`src/rtl/wb_stage_if.sv`:
```
// Bundle of upstream ALU/load/memory, decode scoreboard and register-file
// write-port signals around the writeback stage.
interface wb_stage_if;
    logic        alu_we;
    logic [4:0]  alu_rd;
    logic [31:0] alu_result;
    logic        alu_ready;
    logic        ld_issue;
    logic [4:0]  ld_rd;
    logic [2:0]  ld_funct3;
    logic [1:0]  ld_addr_lo;
    logic        ld_ready;
    logic        mem_rvalid;
    logic [31:0] mem_rdata;
    logic [4:0]  q_a1;
    logic [4:0]  q_a2;
    logic        q_busy1;
    logic        q_busy2;
    logic        rf_we;
    logic [4:0]  rf_a3;
    logic [31:0] rf_wd3;
    logic        err;

    modport slave (
        input  alu_we, alu_rd, alu_result,
        input  ld_issue, ld_rd, ld_funct3, ld_addr_lo,
        input  mem_rvalid, mem_rdata, q_a1, q_a2,
        output alu_ready, ld_ready, q_busy1, q_busy2,
        output rf_we, rf_a3, rf_wd3, err
    );

    modport master (
        output alu_we, alu_rd, alu_result,
        output ld_issue, ld_rd, ld_funct3, ld_addr_lo,
        output mem_rvalid, mem_rdata, q_a1, q_a2,
        input  alu_ready, ld_ready, q_busy1, q_busy2,
        input  rf_we, rf_a3, rf_wd3, err
    );
endinterface

```
`src/rtl/wb_stage.sv`:
```
// Writeback stage: merges ALU results with in-order load responses into the
// register-file write port and tracks outstanding loads for decode stalls.
module wb_stage #(
    parameter int unsigned LDQ_DEPTH = 2,
    parameter int unsigned XLEN      = 32
) (
    input  logic        clk,
    input  logic        reset,
    wb_stage_if.slave   bus
);
    localparam int unsigned PTR_W = (LDQ_DEPTH > 1) ? $clog2(LDQ_DEPTH) : 1;
    localparam int unsigned CNT_W = $clog2(LDQ_DEPTH + 1);

    typedef struct packed {
        logic [4:0] rd;
        logic [2:0] funct3;
        logic [1:0] addr_lo;
    } ldq_entry_t;

    ldq_entry_t             ent_q [LDQ_DEPTH];
    logic [LDQ_DEPTH-1:0]   vld_q, vld_d;
    logic [PTR_W-1:0]       head_q, head_d, tail_q, tail_d;
    logic [CNT_W-1:0]       count_q, count_d;
    logic                   rf_we_q, rf_we_d;
    logic [4:0]             rf_a3_q, rf_a3_d;
    logic [XLEN-1:0]        rf_wd3_q, rf_wd3_d;
    logic                   err_q, err_d;

    logic                   empty_c, full_c, pop_c, push_c, fmt_ok_c;
    logic                   busy1_c, busy2_c;
    ldq_entry_t             head_c;
    logic [XLEN-1:0]        ld_data_c;

    // Extract and extend the addressed byte/half according to funct3.
    function automatic logic [31:0] fmt_load(input logic [2:0] f3,
                                             input logic [1:0] lo,
                                             input logic [31:0] w);
        logic [7:0]  b;
        logic [15:0] h;
        case (lo)
            2'd0:    b = w[7:0];
            2'd1:    b = w[15:8];
            2'd2:    b = w[23:16];
            default: b = w[31:24];
        endcase
        h = lo[1] ? w[31:16] : w[15:0];
        case (f3)
            3'b000:  fmt_load = {{24{b[7]}}, b};
            3'b001:  fmt_load = {{16{h[15]}}, h};
            3'b100:  fmt_load = {24'd0, b};
            3'b101:  fmt_load = {16'd0, h};
            default: fmt_load = w;
        endcase
    endfunction

    assign empty_c   = (count_q == CNT_W'(0));
    assign full_c    = (count_q == CNT_W'(LDQ_DEPTH));
    assign pop_c     = bus.mem_rvalid && !empty_c;
    assign push_c    = bus.ld_issue && !full_c;
    assign head_c    = ent_q[head_q];
    assign ld_data_c = fmt_load(head_c.funct3, head_c.addr_lo, bus.mem_rdata);
    assign fmt_ok_c  = (head_c.funct3 == 3'b000) || (head_c.funct3 == 3'b001) ||
                       (head_c.funct3 == 3'b010) || (head_c.funct3 == 3'b100) ||
                       (head_c.funct3 == 3'b101);

    // Scoreboard: includes the head being popped, whose write lands next cycle.
    always_comb begin
        busy1_c = 1'b0;
        busy2_c = 1'b0;
        for (int unsigned i = 0; i < LDQ_DEPTH; i++) begin
            if (vld_q[PTR_W'(i)] && (ent_q[PTR_W'(i)].rd == bus.q_a1) && (bus.q_a1 != 5'd0))
                busy1_c = 1'b1;
            if (vld_q[PTR_W'(i)] && (ent_q[PTR_W'(i)].rd == bus.q_a2) && (bus.q_a2 != 5'd0))
                busy2_c = 1'b1;
        end
    end

    always_comb begin
        vld_d    = vld_q;
        head_d   = head_q;
        tail_d   = tail_q;
        count_d  = count_q;
        rf_we_d  = 1'b0;
        rf_a3_d  = rf_a3_q;
        rf_wd3_d = rf_wd3_q;
        err_d    = err_q;

        if (pop_c) begin
            rf_we_d         = (head_c.rd != 5'd0);
            rf_a3_d         = head_c.rd;
            rf_wd3_d        = ld_data_c;
            vld_d[head_q]   = 1'b0;
            head_d          = head_q + PTR_W'(1);
            if (!fmt_ok_c) err_d = 1'b1;
        end else if (bus.alu_we) begin
            rf_we_d  = (bus.alu_rd != 5'd0);
            rf_a3_d  = bus.alu_rd;
            rf_wd3_d = bus.alu_result;
        end

        if (push_c) begin
            vld_d[tail_q] = 1'b1;
            tail_d        = tail_q + PTR_W'(1);
        end

        case ({push_c, pop_c})
            2'b10:   count_d = count_q + CNT_W'(1);
            2'b01:   count_d = count_q - CNT_W'(1);
            default: count_d = count_q;
        endcase

        if (bus.ld_issue && full_c)    err_d = 1'b1;
        if (bus.mem_rvalid && empty_c) err_d = 1'b1;
    end

    always_ff @(posedge clk or posedge reset) begin
        if (reset) begin
            vld_q    <= '0;
            head_q   <= '0;
            tail_q   <= '0;
            count_q  <= '0;
            rf_we_q  <= 1'b0;
            rf_a3_q  <= 5'd0;
            rf_wd3_q <= '0;
            err_q    <= 1'b0;
        end else begin
            vld_q    <= vld_d;
            head_q   <= head_d;
            tail_q   <= tail_d;
            count_q  <= count_d;
            rf_we_q  <= rf_we_d;
            rf_a3_q  <= rf_a3_d;
            rf_wd3_q <= rf_wd3_d;
            err_q    <= err_d;
        end
    end

    // Entry payloads are qualified by vld_q, so only the written slot changes.
    always_ff @(posedge clk or posedge reset) begin
        if (reset) begin
            for (int unsigned i = 0; i < LDQ_DEPTH; i++) ent_q[PTR_W'(i)] <= '0;
        end else if (push_c) begin
            ent_q[tail_q] <= '{rd: bus.ld_rd, funct3: bus.ld_funct3, addr_lo: bus.ld_addr_lo};
        end
    end

    assign bus.alu_ready = !pop_c;
    assign bus.ld_ready  = !full_c;
    assign bus.q_busy1   = busy1_c;
    assign bus.q_busy2   = busy2_c;
    assign bus.rf_we     = rf_we_q;
    assign bus.rf_a3     = rf_a3_q;
    assign bus.rf_wd3    = rf_wd3_q;
    assign bus.err       = err_q;
endmodule

```
`src/flat_wrapper.sv`:
```
// flat-port wrapper written by rule: the top's interface ports become plain ports
module wb_stage_flat 
#(
    parameter int unsigned LDQ_DEPTH = 2,
    parameter int unsigned XLEN      = 32
)
  (clk, reset, bus_alu_we, bus_alu_rd, bus_alu_result, bus_ld_issue, bus_ld_rd, bus_ld_funct3, bus_ld_addr_lo, bus_mem_rvalid, bus_mem_rdata, bus_q_a1, bus_q_a2, bus_alu_ready, bus_ld_ready, bus_q_busy1, bus_q_busy2, bus_rf_we, bus_rf_a3, bus_rf_wd3, bus_err);
  wb_stage_if bus_i ();
  input  logic clk;
  input  logic reset;
  input wire logic [$bits(bus_i.alu_we)-1:0] bus_alu_we;
  input wire logic [$bits(bus_i.alu_rd)-1:0] bus_alu_rd;
  input wire logic [$bits(bus_i.alu_result)-1:0] bus_alu_result;
  input wire logic [$bits(bus_i.ld_issue)-1:0] bus_ld_issue;
  input wire logic [$bits(bus_i.ld_rd)-1:0] bus_ld_rd;
  input wire logic [$bits(bus_i.ld_funct3)-1:0] bus_ld_funct3;
  input wire logic [$bits(bus_i.ld_addr_lo)-1:0] bus_ld_addr_lo;
  input wire logic [$bits(bus_i.mem_rvalid)-1:0] bus_mem_rvalid;
  input wire logic [$bits(bus_i.mem_rdata)-1:0] bus_mem_rdata;
  input wire logic [$bits(bus_i.q_a1)-1:0] bus_q_a1;
  input wire logic [$bits(bus_i.q_a2)-1:0] bus_q_a2;
  output wire logic [$bits(bus_i.alu_ready)-1:0] bus_alu_ready;
  output wire logic [$bits(bus_i.ld_ready)-1:0] bus_ld_ready;
  output wire logic [$bits(bus_i.q_busy1)-1:0] bus_q_busy1;
  output wire logic [$bits(bus_i.q_busy2)-1:0] bus_q_busy2;
  output wire logic [$bits(bus_i.rf_we)-1:0] bus_rf_we;
  output wire logic [$bits(bus_i.rf_a3)-1:0] bus_rf_a3;
  output wire logic [$bits(bus_i.rf_wd3)-1:0] bus_rf_wd3;
  output wire logic [$bits(bus_i.err)-1:0] bus_err;
  assign bus_i.alu_we = bus_alu_we;
  assign bus_i.alu_rd = bus_alu_rd;
  assign bus_i.alu_result = bus_alu_result;
  assign bus_i.ld_issue = bus_ld_issue;
  assign bus_i.ld_rd = bus_ld_rd;
  assign bus_i.ld_funct3 = bus_ld_funct3;
  assign bus_i.ld_addr_lo = bus_ld_addr_lo;
  assign bus_i.mem_rvalid = bus_mem_rvalid;
  assign bus_i.mem_rdata = bus_mem_rdata;
  assign bus_i.q_a1 = bus_q_a1;
  assign bus_i.q_a2 = bus_q_a2;
  assign bus_alu_ready = bus_i.alu_ready;
  assign bus_ld_ready = bus_i.ld_ready;
  assign bus_q_busy1 = bus_i.q_busy1;
  assign bus_q_busy2 = bus_i.q_busy2;
  assign bus_rf_we = bus_i.rf_we;
  assign bus_rf_a3 = bus_i.rf_a3;
  assign bus_rf_wd3 = bus_i.rf_wd3;
  assign bus_err = bus_i.err;
  wb_stage #(.LDQ_DEPTH(LDQ_DEPTH), .XLEN(XLEN)) u_core (.clk(clk), .reset(reset), .bus(bus_i));
endmodule
```
`config.mk`:
```
export PLATFORM = sky130hd
export DESIGN_NAME = wb_stage_flat
export DESIGN_NICKNAME = d
export VERILOG_FILES = /design/src/rtl/wb_stage_if.sv /design/src/rtl/wb_stage.sv /design/src/flat_wrapper.sv
export SDC_FILE = /design/constraint.sdc
export NUM_CORES = 1
export LEC_CHECK = 0
export BUFFER_PORTS_ARGS = -buffer_cell sky130_fd_sc_hd__buf_4
export CAP_MARGIN = 40
export CORE_MARGIN = 2
export CORE_UTILIZATION = 55
export CTS_CLUSTER_DIAMETER = 50
export CTS_CLUSTER_SIZE = 14
export DETAILED_ROUTE_END_ITERATION = 16
export PLACE_DENSITY = 0.87
export REMOVE_ABC_BUFFERS = 1
export SLEW_MARGIN = 20
export SYNTH_ARGS = -nofsm -noshare
export SYNTH_HDL_FRONTEND = slang
export SYNTH_SLANG_ARGS = --single-unit
```
`constraint.sdc`:
```
create_clock -name clk -period 3 [get_ports clk]
set_input_delay 0.3 -clock clk [delete_from_list [all_inputs] [get_ports clk]]
set_output_delay 0.3 -clock clk [all_outputs]
set_load 0.05 [all_outputs]
```
# After elaboration in Yosys (flattened, before gate mapping)
# Cells that the tools add are included.
# Widths: inputs -> output; s select.
[word_totals]
reg_bits = 65
out_inout_bits = 43
wordCells = 107
[classes]
addsub = 4
order_cmp = 7
n_eq_ne = 14
mux = 30
n_bitwise = 5
n_reduce_logical = 33
[op_table]
columns = ["cell", "n"]
rows = [
  ["$pmux 32 s4", 1],
  ["$mux 32", 2],
  ["$mux 10", 4],
  ["$pmux 8 s3", 1],
  ["$bwmux 20", 1],
  ["$eq 5x5->1", 4],
  ["$reduce_bool 5->1", 4],
  ["$mux 16", 1],
  ["$logic_and 1x1->1", 15],
  ["$mux 1", 12],
  ["$demux 10 s1", 1],
  ["$mux 5", 2],
  ["$eq 2x2->1 const B", 3],
  ["$eq 3x3->1 const B", 2],
  ["$eq 2x1->1 const B", 2],
  ["$ge 2x2->1 const B", 2],
  ["$logic_not 2->1", 2],
  ["$logic_or 1x1->1", 4],
  ["$lt 1x2->1 const B", 2],
  ["$mux 2", 2],
  ["$not 1->2", 2],
  ["$pmux 2 s2", 1],
  ["$reduce_bool 2->1", 2],
  ["$eq 3x1->1 const B", 1],
  ["15 further kinds", 20],
]

# Depth between registers and ports, before layout
[logic_depth]
word_depth = 13
ltp_mapped = 8
depth_no_buf = 6

# Worst setup path after synthesis
# Ideal clock, no wire load.
[synth_timing]
kind = "register to output"
start = "register u_core.ent_q[15] in the netlist's numbering"
end = "output port bus_q_busy1"
arrival_ps = 1705
setup_slack_ps = 995
path_stages_with_launch = 5
path_buffers = 0
path_cell_list = "dfrtp_1 -> xor2_1 -> nor4_1 -> nand3_1 -> a21oi_1"
[synth_between]
elab_chain_len = 5
[synth_lines]
columns = ["element", "line_no", "source"]
rows = [
  ["start: declaration", "wb_stage.sv:20", "ldq_entry_t ent_q [LDQ_DEPTH];"],
  ["start signal: indexed assignment", "wb_stage.sv:143", "ent_q[tail_q] <= '{rd: bus.ld_rd, funct3: bus.ld_funct3, addr_lo: bus.ld_addr_lo};"],
  ["$eq 5x5->1", "wb_stage.sv:71", "if (vld_q[PTR_W'(i)] && (ent_q[PTR_W'(i)].rd == bus.q_a1) && (bus.q_a1 != 5'd0))"],
  ["$logic_and 1x1->1 (2 in a row)", "wb_stage.sv:71", ""],
  ["$mux 1 (2 in a row)", "wb_stage.sv:71", ""],
  ["end: declaration", "flat_wrapper.sv:24", "output wire logic [$bits(bus_i.q_busy1)-1:0] bus_q_busy1;"],
]
# No other way between the ends.

# Final worst setup path
[layout_timing]
start = "register u_core.head_q"
end = "register u_core.rf_wd3_q[10], in the netlist u_core.bus.rf_wd3[10]"
[layout_between]
elab_chain_len = 8
word_cells_on_any_way = 15
[layout_lines]
columns = ["element", "line_no", "source"]
rows = [
  ["start: declaration", "wb_stage.sv:22", "logic [PTR_W-1:0] head_q, head_d, tail_q, tail_d;"],
  ["start signal: assignment", "wb_stage.sv:119", "head_q <= '0;"],
  ["start signal: assignment", "wb_stage.sv:128", "head_q <= head_d;"],
  ["$not 1->2 (implied by the code) *", "wb_stage.sv:60", "assign head_c = ent_q[head_q];"],
  ["$mux 10 (implied by the code) * (3 in a row)", "wb_stage.sv:60", ""],
  ["$eq 2x2->1, or another cell as far along", "wb_stage.sv:40", "case (lo)"],
  ["$pmux 8 s3", "wb_stage.sv:40", ""],
  ["$pmux 32 s4 *", "wb_stage.sv:47", "case (f3)"],
  ["$mux 32 *", "wb_stage.sv:88", "if (pop_c) begin"],
  ["end signal: assignment", "wb_stage.sv:133", "rf_wd3_q <= rf_wd3_d;"],
  ["end: declaration", "wb_stage.sv:26", "logic [XLEN-1:0] rf_wd3_q, rf_wd3_d;"],
]
# Every way passes the cells marked *; elsewhere a longest branch is shown, timed or not. The select of a mux whose other input is x is not followed.
# A chain may end at the register's enable or synchronous reset.

==> flow_summary.ini <==
[power_and_ir_drop]
powerDensity_nw_per_um2 = 1210
power.switching_mw = 3.11
clkPwrFrac_pct = 14.3
power_frac_comb_pct = 58.1
p_leak_nw = 2.43
p_sw_share_pct = 48.6
ir_drop_v = 0.000854
finalPower_mw = 6.39
seq_power_share_pct = 27.6
intPower_mw = 3.29

[run_status]
outcome = finished, final reports clean

[worst_setup_path]
worstPathCellList = mux2i_4 -> mux2_4 -> a221o_1 -> o221a_1
reg2reg_slack_ns = 0.72
reg2reg_depth = 4
r2r-start = u_core.head_q
critical_path_class = flip-flop to flip-flop
cp_slowest_cell = dfrtp_1
critPathTopFamily = compound AO/OA/AOI/OAI gates
critPathMaxFanout = 10
r2r_end = u_core.bus.rf_wd3[10]
end_kind = flip-flop
arrival_ns = 2.52
slowest_delay_ns = 0.65
cp_num_buf_inv = 0
critPathLaunchType = flip-flop
path_depth = 4
required_ns = 3.24

[finish]
multi_input_area_um2 = 2170
seqCellArea_um2 = 1630
drive_above_1_share_pct = 38.3
final_area_um2 = 5270
antenna_cells = 0
n_fill_cell = 467
syn2layout_area_growth_pct = 34.5
final_nets = 605

[clocking]
hold_buffers = 0
clk_pin_slew_ns = 0.08
htreeDepth = 3
cts_setup_buffers = 0
root_buffer = clkbuf_8
clk_latency_ns = 0.35
cts_sinks = 65
numCtsBuffers = 9
clockBufferDepth = 2
cts_tree = done
cts_resized = 0

[sta]
relSlewSlack_pct = 56.7
setup_viol = 0
fmax_mhz = 438
rsz0062_at_grt = no
final_max_slew_viol_count = 0
fin_crit_ns = 2.28
worst_pin_slew_ns = 0.650
fin_skew_ns = 0.00793
post-route-period-util_pct = 76.2
hold_viol_final = 0

[synthesis]
synthCells = 377
yosysTopAreaCellShare_pct = 41.5
yosysSeqAreaShare_pct = 41.5
ys_ff_latch = 65
yosysTopAreaCell = dfrtp_1
synth_area_um2 = 3920
synth_edf_count = 0
synthTopCellsByArea = dfrtp_1 (41%), mux2i_1 (10%), mux2_2 (7.2%)
yosysWarnings = 0
ys_types = 49
synthMostInstantiatedCell = dfrtp_1
syn_area_per_cell_um2 = 10.4
synthTopCellsByCount = dfrtp_1 (65), nand2_1 (44), mux2i_1 (40)
synthFlopType = dfrtp_1
synth-async-reset-ratio_pct = 100

[grt]
track_usage_pct = 29.8
grt_pass1_vias = 3690
grt_max_degree = 66
antenna_found_initial = 0
grt_pass1_wl_um = 17900
overflow = 0

[hold_path]
worst_hold_path_type = input port to flip-flop
hold_depth = 3
hold_start = bus_mem_rdata[22]
worstHoldEndpoint = u_core.bus.rf_wd3[22]

[routing]
drc = 0
drt.antenna.violating_nets = 0
vias = 3741
drt-total-wl_um = 11800
wl_per_cell_um = 19.3
first_pass_iters = 5
viasPerCell = 6.12
first_iter_violations = 330

[floorplan]
fp.dieH_um = 88.4
coreArea_um2 = 6830
row_count = 30
start_util_pct = 57.4
die_x_um = 88.4
die_area_um2 = 7820
ios = 137

[placement]
placedInstanceArea_um2 = 5000
routabilityCongestion = 0.916
place_hpwl_um = 8540
port_buffers = 136

[flow_run]
drv_cap = 0
## flip-flops by register name (all words and copies together), names as in the netlist
name	count
u_core.tail_q	1
u_core.bus.rf_wd3	32
u_core.head_q	1
u_core.bus.rf_a3	5
u_core.ent_q	20
u_core.count_q	2
u_core.bus.err	1
u_core.vld_q	2
u_core.bus.rf_we	1
## worst max-delay path by stage
stage	to	slack, ns	start
final	u_core.bus.rf_wd3[10]	0.72	u_core.head_q
after global routing	u_core.bus.rf_wd3[0]	0.63	u_core.head_q
after CTS	u_core.bus.rf_wd3[3]	0.73	u_core.head_q
after detailed placement	u_core.bus.rf_wd3[0]	0.76	u_core.head_q
after global placement	u_core.bus.rf_wd3[28]	0.77	u_core.head_q
after floorplan	u_core.bus.rf_wd3[1]	-1.30	u_core.count_q[0]
## power by group through the flow
stage          Combinational (mW)  Sequential [mW]  Clock [mW]
3_5_place_dp                 3.65             1.76           0
6_report                     3.71             1.76       0.914
3_3_place_gp                 3.53             1.73           0
4_1_cts                      3.67             1.75       0.908
5_1_grt                      3.93             1.80       0.958
2_1_floorplan                1.70             2.56           0
## kinds of logic after synthesis
family / after synthesis / synth area share (%)
and+or+nand+nor: 104 / 13.3
AOI/OAI and AO/OA: 86 / 16.6
muxes: 69 / 19.3
DFF: 65 / 41.5
buffers and inverters: 27 / 3.38
xor gates and xnor gates: 25 / 5.58
adders and majority gates: 1 / 0.319
## worst min-delay path, stage by stage
cell      delay [ns]
buf_4           0.09
nand2_1         0.04
o221ai_1        0.06
## routing by layer
layer / routed length (um) / up-vias / share of wire [%] / track usage, %
met5: 0 / - / 0 / 0
met4: 340 / 0 / 2.9 / 11.7
met3: 809 / 32 / 6.9 / 5.32
met2: 5860 / 178 / 50 / 49.1
met1: 4800 / 1849 / 41 / 39.2
li1: - / 1682 / - / -
## final cells by class
| class | count | share of cell area [%] |
|---|---|---|
| multi-input cells | 285 | 41.1 |
| clock buffers | 11 | 2.49 |
| inverters | 4 | 0.285 |
| clock inverters | 5 | 1.97 |
| repair buffers | 145 | 21.1 |
| flip-flops and latches | 65 | 30.8 |
| well taps | 96 | 2.28 |
## layout by cell type (no fill, tap or decap), types with 2 or more instances in the layout
cell,Yosys,layout
nor2_2,2,2
nor3_1,3,3
nand3b_1,2,2
nor2_1,13,13
bufinv_16,0,3
nand2_1,44,44
mux2i_1,40,40
nor2b_1,3,3
mux2i_4,2,2
a221o_1,7,7
a211oi_1,4,4
clkbuf_8,0,9
inv_1,4,3
nor3b_1,2,2
mux2_4,2,2
o21ai_0,19,19
o221ai_1,16,16
or4_1,3,3
nand4_1,6,6
xnor2_1,8,8
nor4_1,6,6
dfrtp_1,65,65
mux2_2,25,25
a21oi_1,9,9
o211ai_1,12,12
buf_4,1,143
nand2b_1,9,9
xor2_1,17,17
o22ai_1,2,2
clkbuf_1,13,2
nand3_1,6,6
o221a_1,6,6
## through the flow
| step | setup TNS [ns] | utilization, % | hold WS [ns] | instances | setup WS, ns |
|---|---|---|---|---|---|
| finish | 0 | 77.2 | 0.173 | 611 | 0.715 |
| global route | 0 | 77.2 | 0.173 | 611 | 0.633 |
| CTS | 0 | 76.6 | 0.169 | 609 | 0.734 |
| detailed placement | 0 | 73.2 | 0.510 | 593 | 0.756 |
| global placement | 0 | 73.1 | 0.508 | 592 | 0.766 |
| floorplan | -36.91 | - | 0.423 | 354 | -1.30 |
Power figures use the tool's default switching activity.
